### src/rtl/word_comparator.sv
// rtl/word_comparator.sv - equality/magnitude comparator with combinational eq and registered flag bundle
// Optional COMPARATOR_MASK_EN adds a per-bit ignore mask applied to both operands.
module word_comparator #(
    parameter int WIDTH = 32,
    parameter int IDX_W = 6
) (
    input  logic             clk,
    input  logic             reset,
    input  logic [WIDTH-1:0] a,
    input  logic [WIDTH-1:0] b,
    input  logic             in_valid,
`ifdef COMPARATOR_MASK_EN
    input  logic [WIDTH-1:0] mask,
`endif
    output logic             eq,
    output logic             out_valid,
    output logic             eq_q,
    output logic             lt_u,
    output logic             gt_u,
    output logic             lt_s,
    output logic             gt_s,
    output logic [IDX_W-1:0] diff_idx
);

    logic [WIDTH-1:0] op_a;
    logic [WIDTH-1:0] op_b;
    logic [WIDTH-1:0] diff;
    logic             lt_u_c;
    logic             gt_u_c;
    logic             lt_s_c;
    logic             gt_s_c;
    logic [IDX_W-1:0] idx_c;

`ifdef COMPARATOR_MASK_EN
    assign op_a = a & ~mask;
    assign op_b = b & ~mask;
`else
    assign op_a = a;
    assign op_b = b;
`endif

    assign diff   = op_a ^ op_b;
    assign eq     = (diff == '0);
    assign lt_u_c = (op_a < op_b);
    assign gt_u_c = (op_a > op_b);

    // Differing sign bits decide the signed order outright; the negative operand is smaller.
    assign lt_s_c = (op_a[WIDTH-1] != op_b[WIDTH-1]) ? op_a[WIDTH-1] : lt_u_c;
    assign gt_s_c = (op_a[WIDTH-1] != op_b[WIDTH-1]) ? op_b[WIDTH-1] : gt_u_c;

    // Ascending scan so the highest set bit wins.
    always_comb begin
        idx_c = '0;
        for (int i = 0; i < WIDTH; i++) begin
            if (diff[i]) begin
                idx_c = IDX_W'(i);
            end
        end
    end

    always_ff @(posedge clk) begin
        if (reset) begin
            out_valid <= 1'b0;
            eq_q      <= 1'b0;
            lt_u      <= 1'b0;
            gt_u      <= 1'b0;
            lt_s      <= 1'b0;
            gt_s      <= 1'b0;
            diff_idx  <= '0;
        end else begin
            out_valid <= in_valid;
            if (in_valid) begin
                eq_q     <= eq;
                lt_u     <= lt_u_c;
                gt_u     <= gt_u_c;
                lt_s     <= lt_s_c;
                gt_s     <= gt_s_c;
                diff_idx <= idx_c;
            end
        end
    end

endmodule

### config.mk
export PLATFORM = sky130hd
export DESIGN_NAME = word_comparator
export DESIGN_NICKNAME = d
export VERILOG_FILES = /design/src/rtl/word_comparator.sv
export SDC_FILE = /design/constraint.sdc
export NUM_CORES = 1
export LEC_CHECK = 0
export ABC_CLOCK_PERIOD_IN_PS = 5700
export BUFFER_PORTS_ARGS = -buffer_cell sky130_fd_sc_hd__buf_2
export CAP_MARGIN = 20
export CORE_MARGIN = 4
export CORE_UTILIZATION = 49
export CTS_CLUSTER_SIZE = 12
export DETAILED_ROUTE_END_ITERATION = 6
export PLACE_DENSITY = 0.86
export SETUP_SLACK_MARGIN = 0.02
export SYNTH_ARGS = -nofsm -noshare
export SYNTH_HDL_FRONTEND = slang
export SYNTH_SLANG_ARGS = --single-unit
### constraint.sdc
create_clock -name clk -period 5.7 [get_ports clk]
set_input_delay 1.14 -clock clk [delete_from_list [all_inputs] [get_ports clk]]
set_output_delay 1.14 -clock clk [all_outputs]
set_load 0.1 [all_outputs]
* Word-level counts from Yosys, hierarchy flattened
Index checks and enable logic that the tools add are counted.
** Storage, ports and cells
- Output and inout bits :: 13
- Register bits after elaboration :: 12
** Operators by class
- Reduce and logical (&&, ||, !) cells :: 1
- $lt $le $gt $ge :: 2
- Bitwise operators :: 1
- Eq/ne operators :: 1
- Muxes and demuxes :: 33
** Operators with widths (count)
- 6-bit two-way mux :: 30
- 32-bit > comparator :: 1
- 32-bit zero test :: 1
- 32-bit < comparator :: 1
- 32-bit bitwise XOR :: 1
- 1-bit two-way mux :: 3
- 1-bit != test :: 1

* Depth between registers and ports, before layout
Gate-level depths: netlist of the first run.
- Depth in word-level cells :: 32
- Mapped depth :: 8

* Worst setup path after synthesis of the first run
OpenSTA, ideal clock, no wires.
- Kind :: input to output
- Start point :: input port b[26]
- End point :: output port eq
- Stages on the path :: 6
- Data arrival time :: 2.643 ns
- Path slack :: 1.917 ns
- Required time :: 4.560 ns
- Path buffers :: 0
- Cell sequence :: inv_1 ha_1 nand4_1 or3_4 nor2_1 and3_2
** Between the ends
- Cells in the longest elaborated chain, start to end :: 2
** Ends and longest elaborated chain
- start: declaration :: RTL line 10 : input logic [WIDTH-1:0] b,
- 32-bit bitwise XOR :: RTL line 42 : assign diff = op_a ^ op_b;
- 32-bit zero test :: RTL line 43 : assign eq = (diff == '0);
- end: declaration :: RTL line 15 : output logic eq,
Every way passes these cells.

* Worst setup path in the final report of the first run
- Start point :: input port a[26]
- End point :: output port eq
** Between the ends
- Cells in the longest elaborated chain, start to end :: 2
** Ends and longest elaborated chain
- start: declaration :: RTL line 9 : input logic [WIDTH-1:0] a,
- 32-bit bitwise XOR :: RTL line 42
- 32-bit zero test :: RTL line 43
Every way passes these cells.

==> flow_summary.toml, run 1 <==
[outcome]
status = "completed"

[synthesis]
yosys-top-cells-count = "41 x inv_1, 32 x ha_1, 19 x nor2_1, 17 x nand2_1, 13 x a21oi_1"
yosysWarnings = 0
ys_ff_latch = 11
ys_top_cells_by_area = "ha_1 26%, dfxtp_1 14%, inv_1 10%"
synthCells = 213
ys.flop_type = "dfxtp_1"
synth_seq_area_share_pct = 14.34
synth_top_cell_by_area = "ha_1"
yosysMostFrequentCell = "inv_1"
ys_types = 41
synth_edf_count = 0
ys_async_sr_fraction_pct = 0
syn_area_sq_mm = 0.001535
syn_avg_cell_area_sq_um = 7.208
synth_nets = 312
netlist.area_leader.share_pct = 26.08

[pwr]
ir_drop_uv = 77.54
p_per_area_mw_per_mm2 = 161.1
p_leak_uw = 0.001125
power_uw = 318.2

[route]
first_pass_iters = 6
drt-initial-drc-count = 76
drc = 0
viasPerCell = 5.173
wl_per_cell_microns = 11.77
antenna_left = 0
num_vias = 1733
wirelength_microns = 3943

[min_path]
min_path_type = "reg -> reg"
hold-path-cell-count = 2
worstHoldStart = "lt_u"
holdPathEnd = "lt_u"

[setup_path]
critical_path_peak_fanout = 5
r2r_cells = 5
end_kind = "primary output"
r2r_start = "diff_idx[0]"
regToRegSetupSlack_ps = 4430
r2r-end = "diff_idx[0]"
worstPathRequired_ps = 4560
cp-start-kind = "primary input"
critPathArrivalTime_ps = 2930
crit_type = "in -> out"

[clocking]
clockRootBuffer = "clkbuf_4"
cts_resized = 0
ctsHoldBuffers = 0
cts_tree = "yes"
worstSkewPairLatency_ps = 280
postCtsSetupBuffers = 0
h-tree-depth = 1
cts.sinks = 11
cts_made_buffers = 3
cts_buffer_depth = 2
path_clk_slew_ps = 70

[placement]
place_inst = 331
io_buffers = 78
dp_slack_ps = 1629
dpl.hpwl_microns = 3440
place.gp.congestion = 0.8648

[timing]
finClkSkew_ps = 0
setup_slack_ps = 1628
setup_viol = 0
clock.fmax_mhz = 245.6
final_max_slew_viol_count = 0
min_period_over_period_pct = 71.44
rsz0062_at_grt = "no"
finalHoldViolCount = 0
fin_tns_setup_ps = 0
min_period_ps = 4072

[floorplan]
die_h_microns = 63.98
die_w_microns = 63.98
io-pin-count = 80
rows = 20
start_util_pct = 50.70
die_area_sq_mm = 0.004093
core-area_sq_mm = 0.003028

[global_route]
grt_usage_pct = 19.85
grt_pass1_wl_microns = 6803
grt-ovfl-total = 0
grt_pass1_vias = 1666
grt_max_degree = 20
antenna_found_initial = 0

[finish]
drive_gt1_share_pct = 29.21
n_antenna_cell = 0
final_nets = 391
final_cell_count_no_fill = 335
syn_to_final_growth_pct = 28.69

[run]
maxCapViolCount = 0
-- state kept, by name (all words and copies together) (netlist names) --
| register | flops |
|---|---|
| gt_s | 1 |
| diff_idx | 5 |
| out_valid | 1 |
| lt_s | 1 |
| eq_q | 1 |
| gt_u | 1 |
| lt_u | 1 |
-- cell type report --
| cell class | count | area (sq um) |
|---|---|---|
| clock buffer | 4 | 26.28 |
| fill | 301 | 1052 |
| inverter | 41 | 153.9 |
| multi-input combinational | 157 | 1130 |
| sequential | 11 | 220.2 |
| tap | 44 | 55.05 |
| timing repair buffer | 78 | 390.4 |
-- power by group --
part | switching [uW] | internal, uW
clock network | 28.4 | 27.2
logic | 115 | 62.4
registers | 2.88 | 82.8
total | 146 | 172
-- cells by family (layout without fill, tap and decap cells) --
| family | count (synthesis) | in the layout | synth area share (%) |
|---|---|---|---|
| multiplexers | 2 | 2 | 1.304 |
| AND/OR/NAND/NOR | 62 | 62 | 20.13 |
| adder cells (fa/ha/maj) | 32 | 32 | 26.08 |
| flip-flops | 11 | 11 | 14.34 |
| buffers and inverters | 45 | 123 | 12.06 |
| other | 1 | 1 | 0.2443 |
| AO/OA/AOI/OAI | 60 | 60 | 25.84 |
-- metrics by stage --
stage | hold WS (ps) | instance area [sq um] | util [%]
2_1_floorplan | 904.3 | 1535 | -
3_3_place_gp | 456.4 | 1949 | 64.38
3_5_place_dp | 462.4 | 1949 | 64.38
4_1_cts | 474.4 | 1976 | 65.25
5_1_grt | 506.8 | 1976 | 65.25
6_report | 477.6 | 1976 | 65.25
-- cell usage in the layout (no fill, tap or decap), types with 3 or more instances in the layout --
master,netlist,final
buf_2,1,78
inv_1,41,41
ha_1,32,32
nor2_1,19,19
nand2_1,17,17
a21oi_1,13,13
o21ai_0,11,11
dfxtp_1,11,11
a31oi_1,6,6
a211oi_1,6,6
nand4_1,5,5
o211ai_1,5,5
a21o_1,3,3
o2111ai_1,3,3
nor3_1,3,3
nand2b_1,3,3
clkbuf_4,0,3
-- critical path, stage by stage --
cell and delay, ps:
buf_2 100, ha_1 350, nand4_1 140, or3_4 420
nor2_1 130, and3_2 220, buf_2 430
-- per-layer routing --
layer  wire length (microns)  track usage (%)  vias to the layer above
met3                     311            3.515                        4
met2                    1823            34.71                       71
met5                       0                0                        -
met4                      19            4.043                        0
li1                        -                -                      911
met1                    1788            25.27                      747
-- how the worst max path moves through the flow --
stage          slack [ps]  start  endpoint  cells after the start
6_report             1630  a[26]        eq                      7
5_1_grt              1520  b[26]        eq                      8
4_1_cts              1620  a[26]        eq                      7
3_5_place_dp         1630  a[26]        eq                      7
3_3_place_gp         1670  a[26]        eq                      7
2_1_floorplan        1920  b[26]        eq                      6
Power figures use the tool's default switching activity.
==> run 2: changes to the inputs <==
--- a/config.mk
+++ b/config.mk
@@ -5,14 +5,15 @@
 export SDC_FILE = /design/constraint.sdc
 export NUM_CORES = 1
 export LEC_CHECK = 0
-export ABC_CLOCK_PERIOD_IN_PS = 5700
+export ABC_AREA = 1
+export ABC_CLOCK_PERIOD_IN_PS = 3500
 export BUFFER_PORTS_ARGS = -buffer_cell sky130_fd_sc_hd__buf_2
 export CAP_MARGIN = 20
 export CORE_MARGIN = 4
-export CORE_UTILIZATION = 49
+export CORE_UTILIZATION = 40
 export CTS_CLUSTER_SIZE = 12
 export DETAILED_ROUTE_END_ITERATION = 6
-export PLACE_DENSITY = 0.86
+export PLACE_DENSITY = 0.77
 export SETUP_SLACK_MARGIN = 0.02
 export SYNTH_ARGS = -nofsm -noshare
 export SYNTH_HDL_FRONTEND = slang
==> constraint.sdc (replaced) <==
create_clock -name clk -period 3.5 [get_ports clk]
set_input_delay 0.7 -clock clk [delete_from_list [all_inputs] [get_ports clk]]
set_output_delay 0.7 -clock clk [all_outputs]
set_load 0.1 [all_outputs]
==> run 2 against run 1 <==
  * Setup slack got worse by 1300 ps
  * First-iteration DRC count is 22% lower
  * Area after synthesis decreased by 9.5%
  * Clock skew is the same
  * Combinational power rose by 49%
  * Via count decreased by 8.0%
  * Final area is 5.3% lower
  * Global-route usage fell by 4.7 points
  * Synthesized cell count up 2.8%
  * Register-to-register slack lost 1600 ps
  * Die area rose by 9.4%
  * Largest cell class unchanged
==> flow_summary.toml, run 2 <==
[outcome]
status = "completed"

[setup_path]
r2r_start = "diff_idx[0]"
worstPathRequired_ps = 2800
critical_path_peak_fanout = 7
r2r_cells = 2
end_kind = "primary output"
r2r-end = "diff_idx[0]"
critPathSlowestCell = "buf_2"
crit_chain = "buf_2 -> inv_1 -> ha_1 -> nand2_1 -> nor2_1 -> nand2_1 -> nor4_4 -> buf_2"
crit_type = "in -> out"
critPathArrivalTime_ps = 2450
startpoint = "b[31]"
regToRegSetupSlack_ps = 2810
cp_slowest_stage_delay_ps = 480
cp-start-kind = "primary input"
critPathCapture = "eq"

[synthesis]
synthCells = 219
yosysMostFrequentCell = "nand2_1"
ys_async_sr_fraction_pct = 0
yosysWarnings = 0
ys.flop_type = "dfxtp_1"
syn_avg_cell_area_sq_um = 6.342
synth_seq_area_share_pct = 15.86
ys_ff_latch = 11
ys_types = 22
netlist.area_leader.share_pct = 28.83
synth_nets = 318
ys_top_cells_by_area = "ha_1 29%, nand2_1 18%, dfxtp_1 16%"
synth_top_cell_by_area = "ha_1"
yosys-top-cells-count = "66 x nand2_1, 42 x inv_1, 32 x ha_1, 19 x nor2_1, 15 x o21ai_0"
synth_edf_count = 0
syn_area_sq_mm = 0.001389

[pwr]
p_leak_uw = 0.001163
p_per_area_mw_per_mm2 = 260.9
ir_drop_uv = 208.3

[route]
wl_per_cell_microns = 9.471
drc = 0
antenna_left = 0
first_pass_iters = 4
num_vias = 1594
drt-initial-drc-count = 59
wirelength_microns = 3277
viasPerCell = 4.607

[clocking]
ctsHoldBuffers = 0
cts.sinks = 11
cts_tree = "yes"
path_clk_slew_ps = 70
worstSkewPairLatency_ps = 270
cts_buffer_depth = 2
postCtsSetupBuffers = 0
h-tree-depth = 1
clockRootBuffer = "clkbuf_4"
cts_made_buffers = 3
cts_resized = 0

[timing]
finalHoldViolCount = 0
rsz0062_at_grt = "no"
clock.fmax_mhz = 317.5
min_period_over_period_pct = 89.98
min_period_ps = 3149
fin_tns_setup_ps = 0
finClkSkew_ps = 0
setup_viol = 0
holdWs_ps = 458.4
final_max_slew_viol_count = 0

[global_route]
grt-ovfl-total = 0
grt_pass1_wl_microns = 5499
antenna_found_initial = 0
grt_usage_pct = 15.19
grt_pass1_vias = 1443
grt_max_degree = 9

[floorplan]
die_w_microns = 66.93
die_h_microns = 66.93
start_util_pct = 41.62
core-area_sq_mm = 0.003337
io-pin-count = 80
rows = 21
die_area_sq_mm = 0.004479

[finish]
fin_area_sq_mm = 0.001871
regMostFlops = "diff_idx"
final_nets = 400
syn_to_final_growth_pct = 34.68
n_antenna_cell = 0
drive_gt1_share_pct = 29.00
final_common_cell = "buf_2"
final_cell_mix = "78 x buf_2, 66 x nand2_1, 42 x inv_1, 32 x ha_1, 19 x nor2_1"
largest_register_ffs = 5

[placement]
dpl.hpwl_microns = 3019
place.gp.congestion = 0.8346
postPlaceCellArea_sq_mm = 0.001844
io_buffers = 78

[run]
maxCapViolCount = 0

[min_path]
min_path_type = "reg -> reg"
-- run 2: kinds of logic (layout without fill, tap and decap cells) --
| kind of cell | Yosys count | in the layout | share of synthesized area, % |
|---|---|---|---|
| simple gates | 90 | 90 | 25.14 |
| flops | 11 | 11 | 15.86 |
| buf+inv | 44 | 125 | 12.16 |
| other cells | 1 | 1 | 0.2700 |
| compound gates | 41 | 41 | 17.75 |
| fa+ha+maj | 32 | 32 | 28.83 |
-- run 2: layer usage --
layer | global-route usage (%) | wire [microns] | share of wire [%]
met1 | 18.07 | 1372 | 42
met2 | 28.22 | 1617 | 49
met3 | 3.035 | 288 | 8.8
met4 | 2.278 | 0 | 0
met5 | 0 | 0 | 0
-- run 2: area by class of cell --
| type | instances | area [sq um] |
|---|---|---|
| clock buffers | 4 | 26.28 |
| fillers | 332 | 1466 |
| inverters | 43 | 161.4 |
| multi-input cells | 164 | 1015 |
| flip-flops and latches | 11 | 220.2 |
| well taps | 46 | 57.56 |
| repair buffers | 78 | 390.4 |
-- run 2: where the power goes --
group	internal (uW)	switching [uW]
Clock	44.1	41.8
Combinational	92.8	170
Sequential	135	4.54
-- run 2: worst min path at each step --
stage / from / endpoint / slack (ps) / depth (start not counted)
floorplan: reset / out_valid / 810 / 1
global placement: gt_u / gt_u / 450 / 2
detailed placement: gt_u / gt_u / 450 / 2
CTS: gt_u / gt_u / 460 / 2
global route: lt_s / lt_s / 500 / 1
finish: gt_u / gt_u / 460 / 2
-- run 2: stage by stage --
| stage | cells | utilization [%] | worst slack (ps) | power [uW] |
|---|---|---|---|---|
| after detailed placement | 342 | 55.27 | 346.3 | 407.2 |
| after floorplan | 219 | - | 214.8 | 335.0 |
| final | 346 | 56.06 | 350.6 | 488.1 |
| after global routing | 346 | 56.06 | 215.8 | 536.8 |
| after CTS | 346 | 56.06 | 343.9 | 495.2 |
| after global placement | 342 | 55.27 | 437.1 | 403.6 |
-- run 2: critical path, delay by kind of cell --
| family | cells | cell delay [ps] |
|---|---|---|
| AND/OR/NAND/NOR | 4 | 780 |
| buffers and inverters | 3 | 610 |
| adder cells (fa/ha/maj) | 1 | 370 |
